### src/rtl/sdpram_rd_arbiter_pkg.sv
// Shared types, widths and reset constants for the SDP RAM read-port arbiter.
package sdpram_arb_pkg;

  localparam int LOCK_MAX_DEF = 4;

  localparam logic RST_LOCK_ACTIVE = 1'b0;
  localparam logic RST_RSP_BIT     = 1'b0;

  function automatic int req_id_width(input int n);
    return (n <= 1) ? 1 : $clog2(n);
  endfunction

  // The counter never holds LOCK_MAX itself; reaching it releases the lock.
  function automatic int lock_cnt_width(input int m);
    return (m <= 2) ? 1 : $clog2(m);
  endfunction

  typedef logic [lock_cnt_width(LOCK_MAX_DEF)-1:0] lock_cnt_t;

endpackage

### src/rtl/sdpram_rd_arbiter_if.sv
// Requester-side bus of the read arbiter: requests in, grants and tagged responses out.
interface sdpram_rd_arbiter_if #(
  parameter int NUM_REQ    = 4,
  parameter int DATA_WIDTH = 32,
  parameter int WORD_DEPTH = 2
);
  import sdpram_arb_pkg::*;

  localparam int ID_W = req_id_width(NUM_REQ);

  logic [NUM_REQ-1:0]            req_valid;
  logic [NUM_REQ*WORD_DEPTH-1:0] req_addr;
  logic [NUM_REQ-1:0]            req_lock;
  logic [NUM_REQ-1:0]            req_ready;
  logic [NUM_REQ-1:0]            rsp_valid;
  logic [ID_W-1:0]               rsp_id;
  logic [DATA_WIDTH-1:0]         rsp_data;

  modport master (
    output req_valid, req_addr, req_lock,
    input  req_ready, rsp_valid, rsp_id, rsp_data
  );

  modport slave (
    input  req_valid, req_addr, req_lock,
    output req_ready, rsp_valid, rsp_id, rsp_data
  );

endinterface

### src/rtl/sdpram_rd_arbiter_pick.sv
// Round-robin picker: rotate requests to start at i_ptr, take the lowest set bit, map back.
module rr_prio_pick #(
  parameter int N    = 4,
  parameter int ID_W = 2
) (
  input  logic [N-1:0]    i_req,
  input  logic [ID_W-1:0] i_ptr,
  output logic [N-1:0]    o_gnt,
  output logic [ID_W-1:0] o_idx,
  output logic            o_any
);

  localparam logic [N-1:0] ONE = N'(1);

  logic [N-1:0]    w_rot;
  logic [ID_W-1:0] w_pos;

  // i_ptr is always < N, so a single conditional subtract is enough to wrap.
  function automatic int wrap(input int v);
    return (v >= N) ? v - N : v;
  endfunction

  always_comb begin
    w_rot = '0;
    for (int k = 0; k < N; k++) begin
      w_rot[k] = i_req[wrap(int'(i_ptr) + k)];
    end
    w_pos = '0;
    for (int k = N - 1; k >= 0; k--) begin
      if (w_rot[k]) w_pos = ID_W'(k);
    end
    o_any = |i_req;
    o_idx = ID_W'(wrap(int'(i_ptr) + int'(w_pos)));
    o_gnt = o_any ? (ONE << o_idx) : '0;
  end

endmodule

### src/rtl/sdpram_rd_arbiter.sv
// Round-robin read-port arbiter for a simple dual-port RAM with bounded grant locking.
// Optional SDPRAM_RD_ARB_HOLD_EN keeps rsp_data at the last response through idle cycles.
module sdpram_rd_arbiter
  import sdpram_arb_pkg::*;
#(
  parameter int NUM_REQ    = 4,
  parameter int DATA_WIDTH = 32,
  parameter int WORD_DEPTH = 2,
  parameter int LOCK_MAX   = LOCK_MAX_DEF
) (
  input  logic                  clk,
  input  logic                  reset,
  sdpram_rd_arbiter_if.slave    bus,
  output logic                  ram_enb,
  output logic [WORD_DEPTH-1:0] ram_addrb,
  input  logic [DATA_WIDTH-1:0] ram_doutb
);

  localparam int ID_W  = req_id_width(NUM_REQ);
  localparam int CNT_W = lock_cnt_width(LOCK_MAX);
  localparam logic [NUM_REQ-1:0] ONE = NUM_REQ'(1);

  logic [ID_W-1:0]    r_rr_ptr, r_lock_owner, r_rsp_id;
  logic               r_lock_active;
  logic [CNT_W-1:0]   r_lock_cnt;
  logic [NUM_REQ-1:0] r_rsp_valid;

  logic [NUM_REQ-1:0] w_elig, w_gnt;
  logic [ID_W-1:0]    w_idx, w_ptr_nxt;
  logic               w_any, w_fire, w_lock_take, w_lock_expire;

  // A held lock narrows eligibility to the owner; nobody else fills its idle cycles.
  assign w_elig = r_lock_active ? (bus.req_valid & (ONE << r_lock_owner)) : bus.req_valid;

  rr_prio_pick #(.N(NUM_REQ), .ID_W(ID_W)) u_pick (
    .i_req (w_elig),
    .i_ptr (r_rr_ptr),
    .o_gnt (w_gnt),
    .o_idx (w_idx),
    .o_any (w_any)
  );

  assign w_fire        = w_any & ~reset;
  assign bus.req_ready = w_fire ? w_gnt : '0;
  assign ram_enb       = w_fire;
  assign ram_addrb     = w_fire ? bus.req_addr[int'(w_idx)*WORD_DEPTH +: WORD_DEPTH] : '0;

  assign w_lock_take   = bus.req_lock[w_idx];
  assign w_lock_expire = (int'(r_lock_cnt) + 1 >= LOCK_MAX);

  always_comb begin
    w_ptr_nxt = '0;
    if (int'(w_idx) + 1 < NUM_REQ) w_ptr_nxt = w_idx + 1'b1;
  end

  // Grant registered alongside the RAM's own output register: one-cycle response.
  always_ff @(posedge clk) begin
    if (reset) begin
      r_rsp_valid   <= {NUM_REQ{RST_RSP_BIT}};
      r_rsp_id      <= '0;
      r_rr_ptr      <= '0;
      r_lock_active <= RST_LOCK_ACTIVE;
      r_lock_owner  <= '0;
      r_lock_cnt    <= '0;
    end else begin
      r_rsp_valid <= w_fire ? w_gnt : '0;
      if (w_fire) begin
        r_rsp_id <= w_idx;
        r_rr_ptr <= w_ptr_nxt;
        if (w_lock_take && !w_lock_expire) begin
          r_lock_active <= 1'b1;
          r_lock_owner  <= w_idx;
          r_lock_cnt    <= r_lock_cnt + 1'b1;
        end else begin
          r_lock_active <= 1'b0;
          r_lock_cnt    <= '0;
        end
      end
    end
  end

  assign bus.rsp_valid = r_rsp_valid;
  assign bus.rsp_id    = r_rsp_id;

`ifdef SDPRAM_RD_ARB_HOLD_EN
  logic [DATA_WIDTH-1:0] r_rsp_hold;

  always_ff @(posedge clk) begin
    if (reset) begin
      r_rsp_hold <= '0;
    end else if (|r_rsp_valid) begin
      r_rsp_hold <= ram_doutb;
    end
  end

  assign bus.rsp_data = (|r_rsp_valid) ? ram_doutb : r_rsp_hold;
`else
  assign bus.rsp_data = ram_doutb;
`endif

endmodule

### src/flat_wrapper.sv
// flat-port wrapper written by rule: the top's interface ports become plain ports
module sdpram_rd_arbiter_flat import sdpram_arb_pkg::*;
#(
  parameter int NUM_REQ    = 4,
  parameter int DATA_WIDTH = 32,
  parameter int WORD_DEPTH = 2,
  parameter int LOCK_MAX   = LOCK_MAX_DEF
)
  (clk, reset, ram_enb, ram_addrb, ram_doutb, bus_req_valid, bus_req_addr, bus_req_lock, bus_req_ready, bus_rsp_valid, bus_rsp_id, bus_rsp_data);
  sdpram_rd_arbiter_if #(.NUM_REQ(NUM_REQ), .DATA_WIDTH(DATA_WIDTH), .WORD_DEPTH(WORD_DEPTH)) bus_i ();
  input  logic clk;
  input  logic reset;
  output logic ram_enb;
  output logic [WORD_DEPTH-1:0] ram_addrb;
  input  logic [DATA_WIDTH-1:0] ram_doutb;
  input wire logic [$bits(bus_i.req_valid)-1:0] bus_req_valid;
  input wire logic [$bits(bus_i.req_addr)-1:0] bus_req_addr;
  input wire logic [$bits(bus_i.req_lock)-1:0] bus_req_lock;
  output wire logic [$bits(bus_i.req_ready)-1:0] bus_req_ready;
  output wire logic [$bits(bus_i.rsp_valid)-1:0] bus_rsp_valid;
  output wire logic [$bits(bus_i.rsp_id)-1:0] bus_rsp_id;
  output wire logic [$bits(bus_i.rsp_data)-1:0] bus_rsp_data;
  assign bus_i.req_valid = bus_req_valid;
  assign bus_i.req_addr = bus_req_addr;
  assign bus_i.req_lock = bus_req_lock;
  assign bus_req_ready = bus_i.req_ready;
  assign bus_rsp_valid = bus_i.rsp_valid;
  assign bus_rsp_id = bus_i.rsp_id;
  assign bus_rsp_data = bus_i.rsp_data;
  sdpram_rd_arbiter #(.NUM_REQ(NUM_REQ), .DATA_WIDTH(DATA_WIDTH), .WORD_DEPTH(WORD_DEPTH), .LOCK_MAX(LOCK_MAX)) u_core (.clk(clk), .reset(reset), .bus(bus_i), .ram_enb(ram_enb), .ram_addrb(ram_addrb), .ram_doutb(ram_doutb));
endmodule
### config.mk
export PLATFORM = sky130hd
export DESIGN_NAME = sdpram_rd_arbiter_flat
export DESIGN_NICKNAME = d
export VERILOG_FILES = /design/src/rtl/sdpram_rd_arbiter_pkg.sv /design/src/rtl/sdpram_rd_arbiter_if.sv /design/src/rtl/sdpram_rd_arbiter_pick.sv /design/src/rtl/sdpram_rd_arbiter.sv /design/src/flat_wrapper.sv
export SDC_FILE = /design/constraint.sdc
export NUM_CORES = 1
export LEC_CHECK = 0
export BUFFER_PORTS_ARGS = -buffer_cell sky130_fd_sc_hd__buf_2
export CORE_ASPECT_RATIO = 0.5
export CORE_UTILIZATION = 42
export CTS_CLUSTER_DIAMETER = 50
export DETAILED_ROUTE_END_ITERATION = 10
export PLACE_DENSITY = 0.86
export SYNTH_ARGS = -nofsm -noshare
export SYNTH_HDL_FRONTEND = slang
export SYNTH_SLANG_ARGS = --single-unit
### constraint.sdc
create_clock -name clk -period 8.51 [get_ports clk]
set_input_delay 0.4255 -clock clk [delete_from_list [all_inputs] [get_ports clk]]
set_output_delay 0.4255 -clock clk [all_outputs]
set_load 0.02 [all_outputs]
# ---- Yosys cells after proc, flatten, opt, wreduce, memory -nomap -nowiden
# Cells that the tools add are included.
# Widths: inputs -> output; s select.
dict set report classes {
  n_addsub 13
  magnitude_cmp 12
  n_shift 3
  n_mux 30
  n_bitwise 3
  n_reduce_logical 4
}
# op count
set op_table {}
lappend op_table {{$lt 32x4->1 const B} 5}
lappend op_table {{$mux 32} 4}
lappend op_table {{$ge 32x4->1 const B} 1}
lappend op_table {{$mux 2} 8}
lappend op_table {{$ge 3x3->1 const B} 4}
lappend op_table {{$mux 4} 3}
lappend op_table {{$sub 3x3->4 const B} 3}
lappend op_table {{$bmux 1 s2} 5}
lappend op_table {{$mux 1} 10}
lappend op_table {{$add 2x1->3 const B} 3}
lappend op_table {{$shiftx 8x4->2} 1}
lappend op_table {{$shl 1x2->4 const A} 2}
lappend op_table {{$add 2x2->3 const B} 2}
lappend op_table {{$add 2x1->2 const B} 2}
lappend op_table {{$and 4x4->4} 1}
lappend op_table {{$reduce_or 4->1} 1}
lappend op_table {{$sub 2x3->4 const B} 1}
lappend op_table {{$add 2x2->3} 1}
lappend op_table {{$ge 2x3->1 const B} 1}
lappend op_table {{$lt 2x3->1 const B} 1}
lappend op_table {{$reduce_and 2->1} 1}
lappend op_table {{$sub 2x1->2 const B} 1}
lappend op_table {{$and 1x1->1} 1}
lappend op_table {{$logic_and 1x1->1} 1}
lappend op_table {{2 further kinds} 2}
dict set report totals {
  ff_bits 13
  in_bits 50
  word_cells 71
}

# ---- Longest topological paths before layout
dict set report logic_depth {
  word_depth 17
  depth_mapped 15
  mapped_depth_nobuf 13
}

# ---- By module
# Synthesis repeated with hierarchy kept, for this count alone.
dict set report unflattened {
  hier_cells 141
  area_unflattened_um2 1241.2
}
# module n_inst cells_each area_per_inst_um2 seq_area_each_um2
set modules_own_cells {}
lappend modules_own_cells {sdpram_rd_arbiter 1 104 950.9 260.2}
lappend modules_own_cells {rr_prio_pick 1 37 290.3 0.0}

# ---- Worst setup path after synthesis
# Ideal clock, no wire load.
dict set report synth_path {
  path_kind {flip-flop to output port}
  start {register u_core.r_lock_owner[1]}
  end {output port ram_addrb[0]}
  t_arrival_ns 2.646
  required_ns 8.085
  setup_slack_ns 5.438
  path_stages_with_launch 12
  n_path_buf 2
  path_cell_list {dfxtp_1 > buf_2 > nor2b_1 > o21ai_2 > o21ai_0 > o21ai_0 > a211oi_1 > o22ai_1 > ha_1 > clkbuf_1 > mux4_2 > and2_1}
}
dict set report synth_via {
  elab_chain_cells 15
}
# element line
set synth_lines {}
lappend synth_lines {{start: declaration} sdpram_rd_arbiter.sv:23} ;# logic [ID_W-1:0] r_rr_ptr, r_lock_owner, r_rsp_id;
lappend synth_lines {{start signal: assignment} sdpram_rd_arbiter.sv:72} ;# r_lock_owner <= w_idx;
lappend synth_lines {{$shl 1x2->4 (*)} sdpram_rd_arbiter.sv:33} ;# assign w_elig = r_lock_active ? (bus.req_valid & (ONE << r_lock_owner)) : bus.req_valid;
lappend synth_lines {{$and 4x4->4 (*)} sdpram_rd_arbiter.sv:33}
lappend synth_lines {{$mux 4 (*)} sdpram_rd_arbiter.sv:33}
lappend synth_lines {{$bmux 1 s2} sdpram_rd_arbiter_pick.sv:26} ;# w_rot[k] = i_req[wrap(int'(i_ptr) + k)];
lappend synth_lines {{$mux 1 (implied by the code) (2 in series)} sdpram_rd_arbiter_pick.sv:26}
lappend synth_lines {{$mux 2 (3 in series)} sdpram_rd_arbiter_pick.sv:30} ;# if (w_rot[k]) w_pos = ID_W'(k);
lappend synth_lines {{$mux 2 (*)} sdpram_rd_arbiter_pick.sv:30}
lappend synth_lines {{$add 2x2->3 (*)} sdpram_rd_arbiter_pick.sv:33} ;# o_idx = ID_W'(wrap(int'(i_ptr) + int'(w_pos)));
lappend synth_lines {{$ge 3x3->1 / $sub 2x1->2 (equally long branches)} sdpram_rd_arbiter_pick.sv:20} ;# return (v >= N) ? v - N : v;
lappend synth_lines {{$mux 2 (*)} sdpram_rd_arbiter_pick.sv:20}
lappend synth_lines {{named net u_core.u_pick.o_idx[0]} sdpram_rd_arbiter_pick.sv:9} ;# output logic [ID_W-1:0] o_idx,
lappend synth_lines {{$shiftx 8x4->2 (*)} sdpram_rd_arbiter.sv:46} ;# assign ram_addrb = w_fire ? bus.req_addr[int'(w_idx)*WORD_DEPTH +: WORD_DEPTH] : '0;
lappend synth_lines {{$mux 2 (*)} sdpram_rd_arbiter.sv:46}
lappend synth_lines {{end: declaration} flat_wrapper.sv:14} ;# output logic [WORD_DEPTH-1:0] ram_addrb;
# Mark *: on every way through the listed nets, which the timed path passes. The rest lies on a longest branch. The select of a mux whose other input is x is not followed.

# ---- Worst setup path in the final report
dict set report layout_path {
  start {register u_core.r_lock_owner[0]}
  end {output port ram_addrb[1]}
}
# Same word-level chain as after synthesis.

==> impl_metrics.json <==
{
  "status": "finished clean",
  "tightest_slew_ps": 732,
  "synthArstFlopShare_pct": 0,
  "crit_top_cell": "o21ai_0",
  "cts_max_level": 1,
  "crit_type": "register to output port",
  "drtIter0Drc": 53,
  "syn_to_final_growth_pct": -3.63,
  "worst_slack_ps": 4930,
  "route.detailed.drc": 0,
  "drive_gt1_share_pct": 31.6,
  "synth_top_area_share_pct": 22.2,
  "gp_congestion": 0.849,
  "fill_cells": 252,
  "cts_tree": "yes",
  "synth_top_flop_cell": "dfxtp_1",
  "grt.overflow.total": 0,
  "numCtsBuffers": 3,
  "fin_cells": 173,
  "hp-class": "register to register",
  "cap_viol_max_count": 0,
  "cellLeakagePower_nw": 0.486,
  "pre_cts_ws_ps": 5260,
  "fin_crit_ps": 3580,
  "grt_max_degree": 15,
  "ys_warn_count": 0,
  "cp_cell_sequence": "nor2b_1 -> o21ai_2 -> o21ai_0 -> o21ai_0 -> a211oi_1 -> o22ai_1 -> ha_1 -> mux4_2 -> and2_1 -> buf_2",
  "hold_violations": 0,
  "power_density_mw_per_mm2": 424,
  "ys_ff_latch": 13,
  "dp_hpwl_um": 1850,
  "die_y_um": 39.3,
  "grt_pass1_wl_um": 3570,
  "initial_core_util_pct": 44.7,
  "diodes": 0,
  "yosys.area.top_type": "dfxtp_1",
  "seq_area_um2": 260,
  "cts_num_sinks": 13,
  "vias_per_cell": 5.43,
  "ant_nets": 0,
  "multi_input_area_um2": 614,
  "cts_buffer_depth": 2,
  "crit_family": "compound AO/OA/AOI/OAI gates",
  "grt_pass1_vias": 758,
  "drv_slew": 0,
  "syn_nets": 196,
  "fin_util_pct": 43.1,
  "io_pins": 95,
  "period_share_pct": 42.1,
  "critPathLaunchType": "register",
  "root_buffer": "clkbuf_8",
  "die_area_mm2": 0.00302,
  "netlist_top_cells_area": "dfxtp_1, buf_4, mux2i_1, mux4_2, ha_1",
  "fin_tns_setup_ps": 0,
  "grtUsageTotal_pct": 15.2,
  "synth_cell_types": 39,
  "worstPathArrival_ps": 3150,
  "netlist_area_mm2": 0.00117,
  "drt-pass1-iter-count": 4,
  "nets": 190,
  "num_vias": 939,
  "crit_slowest_cell": "ha_1",
  "fin_skew_ps": 4.06,
  "clk_pin_slew_ps": 60,
  "synth_edf_count": 0,
  "cp.required_ps": 8080,
  "synth.avg_cell_area_um2": 8.19,
  "critPathBufInv": 1,
  "post_cts_buffers": 0,
  "wl_per_cell_um": 13.8,
  "placed_cells": 169,
  "antenna_found_initial": 0,
  "worstSetupEndpointType": "output port",
  "clock_latency_ps": 250,
  "die_x_um": 76.7,
  "core_mm2": 0.00262,
  "max_stage_delay_ps": 640,
  "row_count": 13,
  "post_cts_resize_count": 0,
  "setup_viol": 0,
  "routed_wirelength_um": 2380,
  "ctsHoldBuffers": 0,
  "crit_fanout": 14,
  "fmax_mhz": 279,
  "maxSlewHeadroom_pct": 51.0,
  "synth_cells": 143,
  "port_buffers": 30,
  "ys_seq_area_share_pct": 22.2,
  "rsz0062_at_grt": "false",
  "ir_worst_vdd_mv": 0.177
}
-- kinds of logic after synthesis --
logic type	share of synthesized area (%)
flip-flops	22.2
AO/OA/AOI/OAI	18.3
multiplexers	10.7
AND/OR/NAND/NOR	20.3
adder cells (fa/ha/maj)	3.21
buffers and inverters	25.3
-- final cells by class --
cell class	count	share of cell area, %
clock buffers	3	3.66
inverters	3	0.998
repair buffers	30	13.3
multi-input cells	86	54.4
clock inverters	1	0.443
well taps	37	4.10
flip-flops and latches	13	23.1
-- per-stage QoR --
step	instance area [µm²]	hold slack [ps]	power (W)
floorplan	1170	457	0.000382
global placement	1080	467	0.000409
detailed placement	1080	475	0.000420
CTS	1130	484	0.000478
global route	1130	504	0.000520
finish	1130	485	0.000478
-- placed cells by master, fill, tap and decap left out, types with 2 or more instances in the layout --
| cell type | netlist | routed |
|---|---|---|
| a211oi_1 | 3 | 3 |
| a21oi_1 | 7 | 7 |
| and2_1 | 5 | 5 |
| buf_2 | 3 | 30 |
| clkbuf_8 | 0 | 3 |
| dfxtp_1 | 13 | 13 |
| ha_1 | 3 | 3 |
| inv_1 | 3 | 3 |
| mux2i_1 | 8 | 8 |
| mux4_2 | 2 | 2 |
| nand2_1 | 3 | 3 |
| nand2b_1 | 3 | 3 |
| nand3_1 | 2 | 2 |
| nand3b_1 | 2 | 2 |
| nand4b_1 | 2 | 2 |
| nor2_1 | 8 | 8 |
| nor3_1 | 5 | 5 |
| nor3b_1 | 2 | 2 |
| o211ai_2 | 2 | 2 |
| o21ai_0 | 7 | 7 |
| o21ai_1 | 3 | 3 |
| o22ai_1 | 3 | 3 |
| or2_2 | 2 | 2 |
-- flip-flops by register name, indices dropped and copies added, names as in the netlist --
signal,flops
u_core.bus.rsp_id,2
u_core.bus.rsp_valid,4
u_core.r_lock_active,1
u_core.r_lock_cnt,2
u_core.r_lock_owner,2
u_core.r_rr_ptr,2
-- path summary, 6_finish.rpt --
path / start / end / slack (ps) / depth (start not counted)
setup / recovery: u_core.r_lock_owner[0] / ram_addrb[1] / 4930 / 10
hold / removal: u_core.r_lock_cnt[1] / u_core.r_lock_cnt[1] / 490 / 2
setup reg to reg: u_core.r_lock_owner[0] / u_core.r_lock_cnt[0] / 5470 / 11
hold reg to reg: u_core.r_lock_cnt[1] / u_core.r_lock_cnt[1] / 490 / 2
-- cell usage after synthesis (5+ instances only) --
cell / count
clkbuf_1: 5
nor3_1: 5
and2_1: 5
o21ai_0: 7
dfxtp_1: 13
buf_4: 32
mux2i_1: 8
nor2_1: 8
a21oi_1: 7
-- report_power, final --
part	internal [W]	switching (W)	total, W
combinational	0.000131	0.000174	0.000306
sequential	0.0000872	0.0000295	0.000117
clock	0.0000324	0.0000236	0.0000560
-- worst register-to-register path, delay by kind of cell (launching register included) --
family          cells  cell delay [ps]
fa+ha+maj           1              640
compound gates      8             1480
simple gates        1              200
flops               1              450
mux                 1              180
-- layer usage --
layer	track usage, %	up-vias	share of wire, %
li1	-	464	-
met1	16.9	429	39
met2	27.2	40	50
met3	5.81	6	9.2
met4	6.25	0	1.1
met5	0	-	0
(Power assumes the default switching activity.)
